$ cat src/rtl/alu_seq_if.sv
// Request/result bundle between the CPU controller and alu_seq.
interface alu_seq_if #(
    parameter int WIDTH = 32
);
    logic             start;
    logic [3:0]       alu_op;
    logic [WIDTH-1:0] a;
    logic [WIDTH-1:0] b;
    logic             shift_carry_out;
    logic             s;
    logic             ready;
    logic             done;
    logic [WIDTH-1:0] f;
    logic [3:0]       nzcv;

    modport master (
        output start, alu_op, a, b, shift_carry_out, s,
        input  ready, done, f, nzcv
    );

    modport slave (
        input  start, alu_op, a, b, shift_carry_out, s,
        output ready, done, f, nzcv
    );
endinterface

$ cat src/rtl/alu_seq.sv
// Registered ARM-style ALU with NZCV register and iterative unsigned MUL/UDIV.
// Latency 1 edge (WIDTH+1 for MUL/UDIV); ready is low while iterating and start is then ignored.
module alu_seq #(
    parameter int WIDTH = 32
) (
    input  logic     clk,
    input  logic     rst,
    alu_seq_if.slave bus
);
    localparam int         CW     = $clog2(WIDTH);
    localparam logic [3:0] OP_MUL = 4'b1001;
    localparam logic [3:0] OP_DIV = 4'b1011;

    typedef enum logic [1:0] {S_IDLE, S_MUL, S_DIV} state_t;

    state_t           state_q, state_d;
    logic [CW-1:0]    cnt_q, cnt_d;
    logic [WIDTH-1:0] f_q, f_d;
    logic [3:0]       nzcv_q, nzcv_d;
    logic             done_q, done_d;
    logic             s_q, s_d;
    logic [WIDTH-1:0] opa_q, opa_d;
    logic [WIDTH-1:0] opb_q, opb_d;
    logic [WIDTH-1:0] acc_q, acc_d;
    logic [WIDTH-1:0] rem_q, rem_d;

    logic [WIDTH-1:0] add_x, add_y, logic_res, alu_res;
    logic             add_cin, is_arith, c_new, v_new;
    logic [WIDTH:0]   sum;

    // Subtractions are folded into the adder as x + ~y + cin, so V uses the adder operands.
    always_comb begin
        add_x     = bus.a;
        add_y     = bus.b;
        add_cin   = 1'b0;
        is_arith  = 1'b1;
        logic_res = '0;
        case (bus.alu_op)
            4'b0000: begin is_arith = 1'b0; logic_res = bus.a & bus.b;  end
            4'b0001: begin is_arith = 1'b0; logic_res = bus.a ^ bus.b;  end
            4'b0010: begin add_y = ~bus.b; add_cin = 1'b1; end
            4'b0011: begin add_x = bus.b; add_y = ~bus.a; add_cin = 1'b1; end
            4'b0100: begin add_cin = 1'b0; end
            4'b0101: begin add_cin = nzcv_q[1]; end
            4'b0110: begin add_y = ~bus.b; add_cin = nzcv_q[1]; end
            4'b0111: begin add_x = bus.b; add_y = ~bus.a; add_cin = nzcv_q[1]; end
            4'b1000: begin is_arith = 1'b0; logic_res = bus.a; end
            4'b1010: begin add_x = bus.a + WIDTH'(4); add_y = ~bus.b; add_cin = 1'b1; end
            4'b1100: begin is_arith = 1'b0; logic_res = bus.a | bus.b;  end
            4'b1101: begin is_arith = 1'b0; logic_res = bus.b; end
            4'b1110: begin is_arith = 1'b0; logic_res = bus.a & ~bus.b; end
            4'b1111: begin is_arith = 1'b0; logic_res = ~bus.b; end
            default: begin is_arith = 1'b0; logic_res = '0; end
        endcase
        sum     = {1'b0, add_x} + {1'b0, add_y} + {{WIDTH{1'b0}}, add_cin};
        alu_res = is_arith ? sum[WIDTH-1:0] : logic_res;
        c_new   = is_arith ? sum[WIDTH] : bus.shift_carry_out;
        v_new   = is_arith ? (add_x[WIDTH-1] ^ add_y[WIDTH-1] ^ sum[WIDTH-1] ^ sum[WIDTH])
                           : nzcv_q[0];
    end

    logic [WIDTH-1:0] acc_nxt, quo_nxt, rem_nxt;
    logic [WIDTH:0]   rem_sh, rem_diff;
    logic             last;

    // MUL: opa = multiplicand (shifts left), opb = multiplier (shifts right).
    // DIV: opa = dividend shifting into quotient, opb = divisor, rem = partial remainder.
    always_comb begin
        acc_nxt  = acc_q + (opb_q[0] ? opa_q : '0);
        rem_sh   = {rem_q, opa_q[WIDTH-1]};
        rem_diff = rem_sh - {1'b0, opb_q};
        quo_nxt  = {opa_q[WIDTH-2:0], ~rem_diff[WIDTH]};
        rem_nxt  = rem_diff[WIDTH] ? rem_sh[WIDTH-1:0] : rem_diff[WIDTH-1:0];
        last     = (cnt_q == CW'(WIDTH - 1));
    end

    always_comb begin
        state_d = state_q;
        cnt_d   = cnt_q;
        f_d     = f_q;
        nzcv_d  = nzcv_q;
        done_d  = 1'b0;
        s_d     = s_q;
        opa_d   = opa_q;
        opb_d   = opb_q;
        acc_d   = acc_q;
        rem_d   = rem_q;
        case (state_q)
            S_IDLE: begin
                if (bus.start) begin
                    s_d   = bus.s;
                    opa_d = bus.a;
                    opb_d = bus.b;
                    acc_d = '0;
                    rem_d = '0;
                    cnt_d = '0;
                    if (bus.alu_op == OP_MUL) begin
                        state_d = S_MUL;
                    end else if (bus.alu_op == OP_DIV && bus.b != '0) begin
                        state_d = S_DIV;
                    end else if (bus.alu_op == OP_DIV) begin
                        f_d    = '1;
                        done_d = 1'b1;
                        if (bus.s) nzcv_d = {1'b1, 1'b0, nzcv_q[1], 1'b1};
                    end else begin
                        f_d    = alu_res;
                        done_d = 1'b1;
                        if (bus.s) nzcv_d = {alu_res[WIDTH-1], alu_res == '0, c_new, v_new};
                    end
                end
            end
            S_MUL: begin
                acc_d = acc_nxt;
                opa_d = opa_q << 1;
                opb_d = opb_q >> 1;
                cnt_d = cnt_q + 1'b1;
                if (last) begin
                    state_d = S_IDLE;
                    cnt_d   = '0;
                    f_d     = acc_nxt;
                    done_d  = 1'b1;
                    if (s_q) nzcv_d = {acc_nxt[WIDTH-1], acc_nxt == '0, nzcv_q[1:0]};
                end
            end
            S_DIV: begin
                opa_d = quo_nxt;
                rem_d = rem_nxt;
                cnt_d = cnt_q + 1'b1;
                if (last) begin
                    state_d = S_IDLE;
                    cnt_d   = '0;
                    f_d     = quo_nxt;
                    done_d  = 1'b1;
                    if (s_q) nzcv_d = {quo_nxt[WIDTH-1], quo_nxt == '0, nzcv_q[1:0]};
                end
            end
            default: state_d = S_IDLE;
        endcase
    end

    always_ff @(posedge clk) begin
        if (rst) begin
            state_q <= S_IDLE;
            cnt_q   <= '0;
            f_q     <= '0;
            nzcv_q  <= '0;
            done_q  <= 1'b0;
            s_q     <= 1'b0;
            opa_q   <= '0;
            opb_q   <= '0;
            acc_q   <= '0;
            rem_q   <= '0;
        end else begin
            state_q <= state_d;
            cnt_q   <= cnt_d;
            f_q     <= f_d;
            nzcv_q  <= nzcv_d;
            done_q  <= done_d;
            s_q     <= s_d;
            opa_q   <= opa_d;
            opb_q   <= opb_d;
            acc_q   <= acc_d;
            rem_q   <= rem_d;
        end
    end

    assign bus.ready = (state_q == S_IDLE);
    assign bus.done  = done_q;
    assign bus.f     = f_q;
    assign bus.nzcv  = nzcv_q;
endmodule

$ cat src/flat_wrapper.sv
// flat-port wrapper written by rule: the top's interface ports become plain ports
module alu_seq_flat 
#(
    parameter int WIDTH = 32
)
  (clk, rst, bus_start, bus_alu_op, bus_a, bus_b, bus_shift_carry_out, bus_s, bus_ready, bus_done, bus_f, bus_nzcv);
  alu_seq_if #(.WIDTH(WIDTH)) bus_i ();
  input  logic clk;
  input  logic rst;
  input wire logic [$bits(bus_i.start)-1:0] bus_start;
  input wire logic [$bits(bus_i.alu_op)-1:0] bus_alu_op;
  input wire logic [$bits(bus_i.a)-1:0] bus_a;
  input wire logic [$bits(bus_i.b)-1:0] bus_b;
  input wire logic [$bits(bus_i.shift_carry_out)-1:0] bus_shift_carry_out;
  input wire logic [$bits(bus_i.s)-1:0] bus_s;
  output wire logic [$bits(bus_i.ready)-1:0] bus_ready;
  output wire logic [$bits(bus_i.done)-1:0] bus_done;
  output wire logic [$bits(bus_i.f)-1:0] bus_f;
  output wire logic [$bits(bus_i.nzcv)-1:0] bus_nzcv;
  assign bus_i.start = bus_start;
  assign bus_i.alu_op = bus_alu_op;
  assign bus_i.a = bus_a;
  assign bus_i.b = bus_b;
  assign bus_i.shift_carry_out = bus_shift_carry_out;
  assign bus_i.s = bus_s;
  assign bus_ready = bus_i.ready;
  assign bus_done = bus_i.done;
  assign bus_f = bus_i.f;
  assign bus_nzcv = bus_i.nzcv;
  alu_seq #(.WIDTH(WIDTH)) u_core (.clk(clk), .rst(rst), .bus(bus_i));
endmodule
$ cat config.mk
export PLATFORM = sky130hd
export DESIGN_NAME = alu_seq_flat
export DESIGN_NICKNAME = d
export VERILOG_FILES = /design/src/rtl/alu_seq_if.sv /design/src/rtl/alu_seq.sv /design/src/flat_wrapper.sv
export SDC_FILE = /design/constraint.sdc
export NUM_CORES = 1
export LEC_CHECK = 0
export BUFFER_PORTS_ARGS = -buffer_cell sky130_fd_sc_hd__buf_2
export CAP_MARGIN = 20
export CELL_PAD_IN_SITES_DETAIL_PLACEMENT = 1
export CELL_PAD_IN_SITES_GLOBAL_PLACEMENT = 2
export CORE_ASPECT_RATIO = 0.5
export CORE_MARGIN = 2
export CORE_UTILIZATION = 25
export DETAILED_ROUTE_END_ITERATION = 16
export PLACE_DENSITY = 0.69
export SLEW_MARGIN = 40
export SYNTH_ARGS = -nofsm -noshare
export SYNTH_HDL_FRONTEND = slang
export SYNTH_SLANG_ARGS = --single-unit
$ cat constraint.sdc
create_clock -name clk -period 5.9 [get_ports clk]
set_input_delay 0.59 -clock clk [delete_from_list [all_inputs] [get_ports clk]]
set_output_delay 0.59 -clock clk [all_outputs]
set_load 0.01 [all_outputs]
==> results of run 1 <==
flip-flops by register name, indices dropped and copies added, names as in the netlist:
register / count
u_core.acc_q: 32
u_core.state_q: 2
u_core.opa_q: 32
u_core.bus.nzcv: 4
u_core.cnt_q: 5
u_core.bus.done: 1
u_core.rem_q: 32
u_core.opb_q: 32
u_core.s_q: 1
u_core.bus.f: 32
metrics by stage:
stage,worst slack [ns],util [%]
CTS,0.9104,28.35
global route,0.1784,28.35
finish,0.8087,28.35
floorplan,0.2776,-
global placement,0.4870,27.47
detailed placement,0.3943,27.52
tightest hold or removal path, stage by stage:
cell and delay, ns:
buf_2 0.13, nand4_1 0.08, a21oi_1 0.06
power by group:
part / total [µW] / leakage, µW / internal [µW] / switching (µW)
clock: 1190 / 0.000270 / 602 / 590
sequential: 1420 / 0.00142 / 1290 / 127
combinational: 2020 / 0.00620 / 688 / 1330
total: 4630 / 0.00789 / 2580 / 2050
routing by layer:
layer  part of all wire, %  vias up  global-route usage [%]
li1                      -     9069                       -
met1                    48     9548                   31.77
met2                    44      491                   35.15
met3                   5.7       73                   3.282
met4                   2.0        0                   5.823
met5                     0        -                       0
cell type report:
cell class / count / area (µm²) / area share (%)
well taps: 910 / 1139 / 5.849
inverters: 131 / 491.7 / 2.526
multi-input cells: 1949 / 12630 / 64.86
flip-flops and latches: 173 / 3463 / 17.79
repair buffers: 190 / 1175 / 6.035
clock buffers: 19 / 442.9 / 2.275
diodes: 2 / 5.005 / 0.02571
clock inverters: 12 / 125.1 / 0.6427
worst max-delay path by stage:
stage                              from                  to  slack (ns)  depth (start not counted)
after floorplan           bus_alu_op[1]  u_core.bus.nzcv[1]        0.28                         21
after global placement         bus_a[6]  u_core.bus.nzcv[1]        0.49                         21
after detailed placement       bus_a[6]  u_core.bus.nzcv[1]        0.39                         21
after CTS                      bus_a[6]  u_core.bus.nzcv[2]        0.91                         21
after global routing           bus_a[6]  u_core.bus.nzcv[2]        0.18                         22
final                          bus_a[6]  u_core.bus.nzcv[2]        0.81                         23
cells by family (layout without fill, tap and decap cells):
family                   count (synthesis)  in the layout  share of synthesized area, %
AO/OA/AOI/OAI                          872            872                         33.48
AND/OR/NAND/NOR                        790            790                         21.08
buffers and inverters                  329            352                         7.242
flip-flops                             173            173                         20.07
adder cells (fa/ha/maj)                138            138                         10.18
XOR/XNOR                               101            101                         5.169
multiplexers                            48             48                         2.791
other                                    0              2                             0
synth_stat cells, types with 5 or more instances:
library cell	instances	area share, %
ha_1	134	9.7
o221ai_1	16	0.81
a21o_1	41	1.8
a221o_1	8	0.46
or3_1	13	0.47
a21oi_1	213	6.2
o21a_1	17	0.74
a2bb2oi_1	5	0.25
nand4_1	24	0.87
and2_1	36	1.3
a22oi_1	45	2.0
dfxtp_1	173	20
and3_1	22	0.80
xnor2_1	55	2.8
buf_1	9	0.20
xor2_1	45	2.3
buf_2	6	0.17
nor3_1	63	1.8
o21ai_0	168	4.9
a221oi_1	67	3.4
nand3_1	43	1.2
a22o_1	6	0.30
o311ai_0	12	0.61
nor4_1	33	1.2
nor2b_1	20	0.72
nand2b_1	16	0.58
clkbuf_1	181	3.9
a32oi_1	12	0.61
nor2_1	277	6.0
a31oi_1	21	0.76
o211ai_1	20	0.87
o21bai_1	12	0.52
o21ai_1	12	0.35
nand2_1	214	4.7
inv_1	129	2.8
o2111ai_1	5	0.25
a311oi_1	11	0.56
o31ai_1	10	0.43
o22ai_1	49	1.8
o32ai_1	5	0.25
mux2i_1	47	2.7
a211oi_1	69	3.0
o31a_1	5	0.25
and4_1	7	0.36
==> results_dict.tcl, run 1 <==
set metrics [dict create \
    dp_cells 3353 \
    cts.sinks 173 \
    max_freq_ghz 0.1964 \
    slew_viol_final 0 \
    mostFrequentLayoutCells "nor2_1, nand2_1, a21oi_1" \
    seq_area_frac_synth_pct 20.07 \
    core-area_um2 68660 \
    worst_path_dominant_cell_family "simple AND/OR/NAND/NOR gates" \
    setup_viol 0 \
    io_buffers 110 \
    path_max_fanout 10 \
    synth_cell_type_count 79 \
    ios 111 \
    gp_congestion 0.9483 \
    syn_inst 2451 \
    drv_cap 0 \
    die_area_um2 71290 \
    hold_viol_final 0 \
    post_dp_cell_area_um2 18890 \
    clk_pin_slew_ns 0.08 \
    synthArstFlopShare_pct 0 \
    reg2reg_depth 14 \
    clock_skew_ns 0.03474 \
    first_pass_iters 5 \
    layout-drive-gt1-share_pct 9.782 \
    critical-path-slowest-cell "nor4_1" \
    clkLatencyLatePin_ns 0.51 \
    startpoint_type "primary input" \
    grt_overflow 0 \
    nets 2673 \
    dp_hpwl_um 61480 \
    postRouteAntennaNets 0 \
    synth_nets 2662 \
    instances_no_fill 3386 \
    synth-edff-count 0 \
    cp_slowest_stage_delay_ns 0.50 \
    outcome "completed" \
    totalPowerFinal_uw 4626 \
    worst_pin_slew_ns 0.9652 \
    clockBufferDepth 2 \
    hold_end "u_core.state_q[0]" \
    fin_area_um2 19470 \
    synth_area_per_cell_um2 7.042 \
    max-slew-margin-rel_pct 34.98 \
    ctsHoldBuffers 0 \
    n_fill_cell 8406 \
    yosys_warnings 0 \
    r2r_slack_ns 1.27 \
    rows 68 \
    cp_cell_sequence "buf_2 -> nand2_1 -> nor2_1 -> nand4_1 -> nor4_1 -> and3_1 -> and3_1 -> nor2b_1 -> a31oi_1 -> o21ai_0 -> o311ai_0 -> ha_1 -> a21oi_1 -> o21ai_0 -> nor2b_1 -> nand4_1 -> a31oi_1 -> xor2_1 -> o21ai_0 -> a2111o_1 -> nor3_1 -> nand4_1 -> nand2_1" \
    cts_max_level 4 \
    p_per_area_nw_per_um2 237.6 \
    whs_ns 0.4132 \
    cp.required_ns 6.33 \
    ys_ff_latch 173 \
    grt_max_degree 79 \
    hp-start "bus_start" \
    critical_path_class "primary input to flip-flop" \
    cts_tree "done" \
    drt-total-wl_um 80670 \
    vias_per_cell 5.665 \
    ir_drop_mv 0.1590 \
    path_buf_inv 1 \
    min_path_type "primary input to flip-flop" \
    antenna_found_initial 5 \
    area_growth_pct 12.79 \
    final_common_cell "nor2_1" \
    first_iter_violations 1512 \
    drc 0 \
    whs_path_depth 3 \
    r2r_end "u_core.rem_q[5]" \
    leakagePower_uw 0.007886 \
    numCtsBuffers 17 \
    crit_path_end_kind "flip-flop" \
    grt_usage_pct 22.34 \
    die_w_um 375.6 \
    grt_pass1_wl_um 122100 \
    vias 19180 \
    final.min_clock_period_ns 5.091 \
    r2r_start "u_core.opa_q[31]" \
    synth_ff_type "dfxtp_1" \
    period_share_pct 86.29 \
    synth_area_um2 17260 \
    cts_resized 0 \
    crit_arrival_ns 5.52 \
    wire_per_inst_um 23.82 \
    chipHeight_um 189.8 \
    post_cts_buffers 0 \
    first_global_vias 18870 \
    rsz0062_at_grt "false" \
    setup_tns_ns 0 \
    initial_core_util_pct 25.14 \
    cts_root_buf "clkbuf_16" \
]
No activity file was read; power rests on OpenSTA's default activity.
==> run 2: changes to the inputs <==
--- a/config.mk
+++ b/config.mk
@@ -13,7 +13,8 @@
 export CORE_MARGIN = 2
 export CORE_UTILIZATION = 25
 export DETAILED_ROUTE_END_ITERATION = 16
-export PLACE_DENSITY = 0.69
+export GPL_ROUTABILITY_DRIVEN = 0
+export PLACE_DENSITY = 0.67
 export SLEW_MARGIN = 40
 export SYNTH_ARGS = -nofsm -noshare
 export SYNTH_HDL_FRONTEND = slang
==> run 2 against run 1 <==
Non-clock buffer count fell by 12. Clock skew fell by 0.0054 ns. Worst setup slack got worse by 0.034 ns. Critical endpoint is now u_core.bus.f[27]. Largest cell class unchanged. Highest routed layer unchanged.
==> results_dict.tcl, run 2 (synthesis gave the netlist of run 1 again) <==
set metrics [dict create \
    outcome "completed" \
    initial_core_util_pct 25.14 \
    vias 19330 \
    cp_slowest_stage_delay_ns 0.44 \
    wire_per_inst_um 23.95 \
    critical-path-slowest-cell "ha_1" \
    seqCellArea_um2 3463 \
    n_fill_cell 8383 \
    first_global_vias 18870 \
    critical_path_class "primary input to flip-flop" \
    post_dp_cell_area_um2 18830 \
    max-slew-margin-rel_pct 39.37 \
    rows 68 \
    layout-drive-gt1-share_pct 9.501 \
    area_growth_pct 12.77 \
    first_iter_violations 1413 \
    dp_hpwl_um 61340 \
    grt_pass1_wl_um 121700 \
    grt_overflow 0 \
    fin_area_um2 19460 \
    drt-total-wl_um 80790 \
    slew_viol_final 0 \
    first_pass_iters 5 \
    ios 111 \
    path_buf_inv 2 \
    die_w_um 375.6 \
    grt_max_degree 80 \
    cts_tree "done" \
    postRouteAntennaNets 0 \
    dp_cells 3340 \
    cp.required_ns 6.32 \
    crit_arrival_ns 5.54 \
    clockBufferDepth 2 \
    p_per_area_nw_per_um2 242.0 \
    worst_pin_slew_ns 0.9000 \
    crit_start "bus_a[6]" \
    grt_usage_pct 22.27 \
    max_freq_ghz 0.1951 \
    core-area_um2 68660 \
    clock_skew_ns 0.02930 \
    clkLatencyLatePin_ns 0.50 \
    final.min_clock_period_ns 5.125 \
    cts_resized 0 \
    crit_path_end_kind "flip-flop" \
    drv_cap 0 \
    multi_input_area_um2 12650 \
    worst_path_dominant_cell_family "simple AND/OR/NAND/NOR gates" \
    period_share_pct 86.87 \
    vias_per_cell 5.729 \
    startpoint_type "primary input" \
    die_area_um2 71290 \
    clk_pin_slew_ns 0.07 \
    leakagePower_uw 0.007864 \
    antenna_found_initial 2 \
    drc 0 \
    hold_viol_final 0 \
    hp-start "bus_start" \
    rsz0062_at_grt "false" \
    cts_root_buf "clkbuf_16" \
    setup_viol 0 \
    ctsHoldBuffers 0 \
    cts_max_level 4 \
    numCtsBuffers 17 \
    chipHeight_um 189.8 \
    setup_tns_ns 0 \
    io_buffers 110 \
    min_path_type "primary input to flip-flop" \
    cts.sinks 173 \
    post_cts_buffers 0 \
    final_common_cell "nor2_1" \
    nets 2661 \
    path_max_fanout 10 \
    r2r_start "u_core.bus.nzcv[1]" \
    instances_no_fill 3374 \
    mostFrequentLayoutCells "nor2_1, nand2_1, a21oi_1" \
    ir_drop_mv 0.1846 \
]
[run 2: cell count changes in the layout (fill, tap and decap cells not counted), sizes merged]
| cell | change |
|---|---|
| buf | -13 |
| bufinv | +2 |
| clkbuf | +2 |
| clkinv | -1 |
| clkinvlp | -1 |
| diode | -1 |
[run 2: path summary, 6_finish.rpt]
check	cells past startpoint	slack (ns)	endpoint
worst max register to register	18	1.28	u_core.bus.nzcv[2]
worst min-delay path	3	0.43	u_core.state_q[0]
worst min register to register	2	0.47	u_core.bus.f[26]
worst max-delay path	25	0.77	u_core.bus.f[27]
[run 2: worst reg2reg max path: cells and delay by family (launching register included)]
kind	cells	cell delay, ns
AOI/OAI and AO/OA	10	2.68
xor gates and xnor gates	1	0.22
adders and majority gates	2	0.64
buffers and inverters	2	0.22
DFF	1	0.44
and+or+nand+nor	3	0.36
[run 2: metrics by stage]
stage	total power, µW	util, %	hold WS, ns	setup slack, ns
global placement	3397	27.35	0.4451	0.4766
global route	4963	28.34	0.4314	0.3438
detailed placement	3419	27.42	0.4541	0.3843
CTS	4720	28.33	0.3934	0.8909
finish	4710	28.35	0.4260	0.7746
floorplan	2666	-	0.4362	0.2776
[run 2: cell type report]
class | count | share of cell area [%]
Antenna cell | 1 | 0.01286
Clock buffer | 20 | 2.295
Clock inverter | 12 | 0.8935
Inverter | 131 | 2.526
Multi-Input combinational cell | 1949 | 65.02
Sequential cell | 173 | 17.79
Tap cell | 910 | 5.850
Timing Repair Buffer | 178 | 5.612
[run 2: power breakdown]
part           internal (µW)  switching [µW]  total, µW
combinational            678            1330       2000
sequential              1290             131       1420
clock                    691             594       1290
[run 2: routing by layer]
| metal | vias up | GRT usage [%] | wire length, µm |
|---|---|---|---|
| li1 | 9064 | - | - |
| met1 | 9675 | 31.13 | 38750 |
| met2 | 501 | 35.66 | 36140 |
| met3 | 91 | 3.218 | 4191 |
| met4 | 0 | 6.040 | 1713 |
| met5 | - | 0 | 0 |
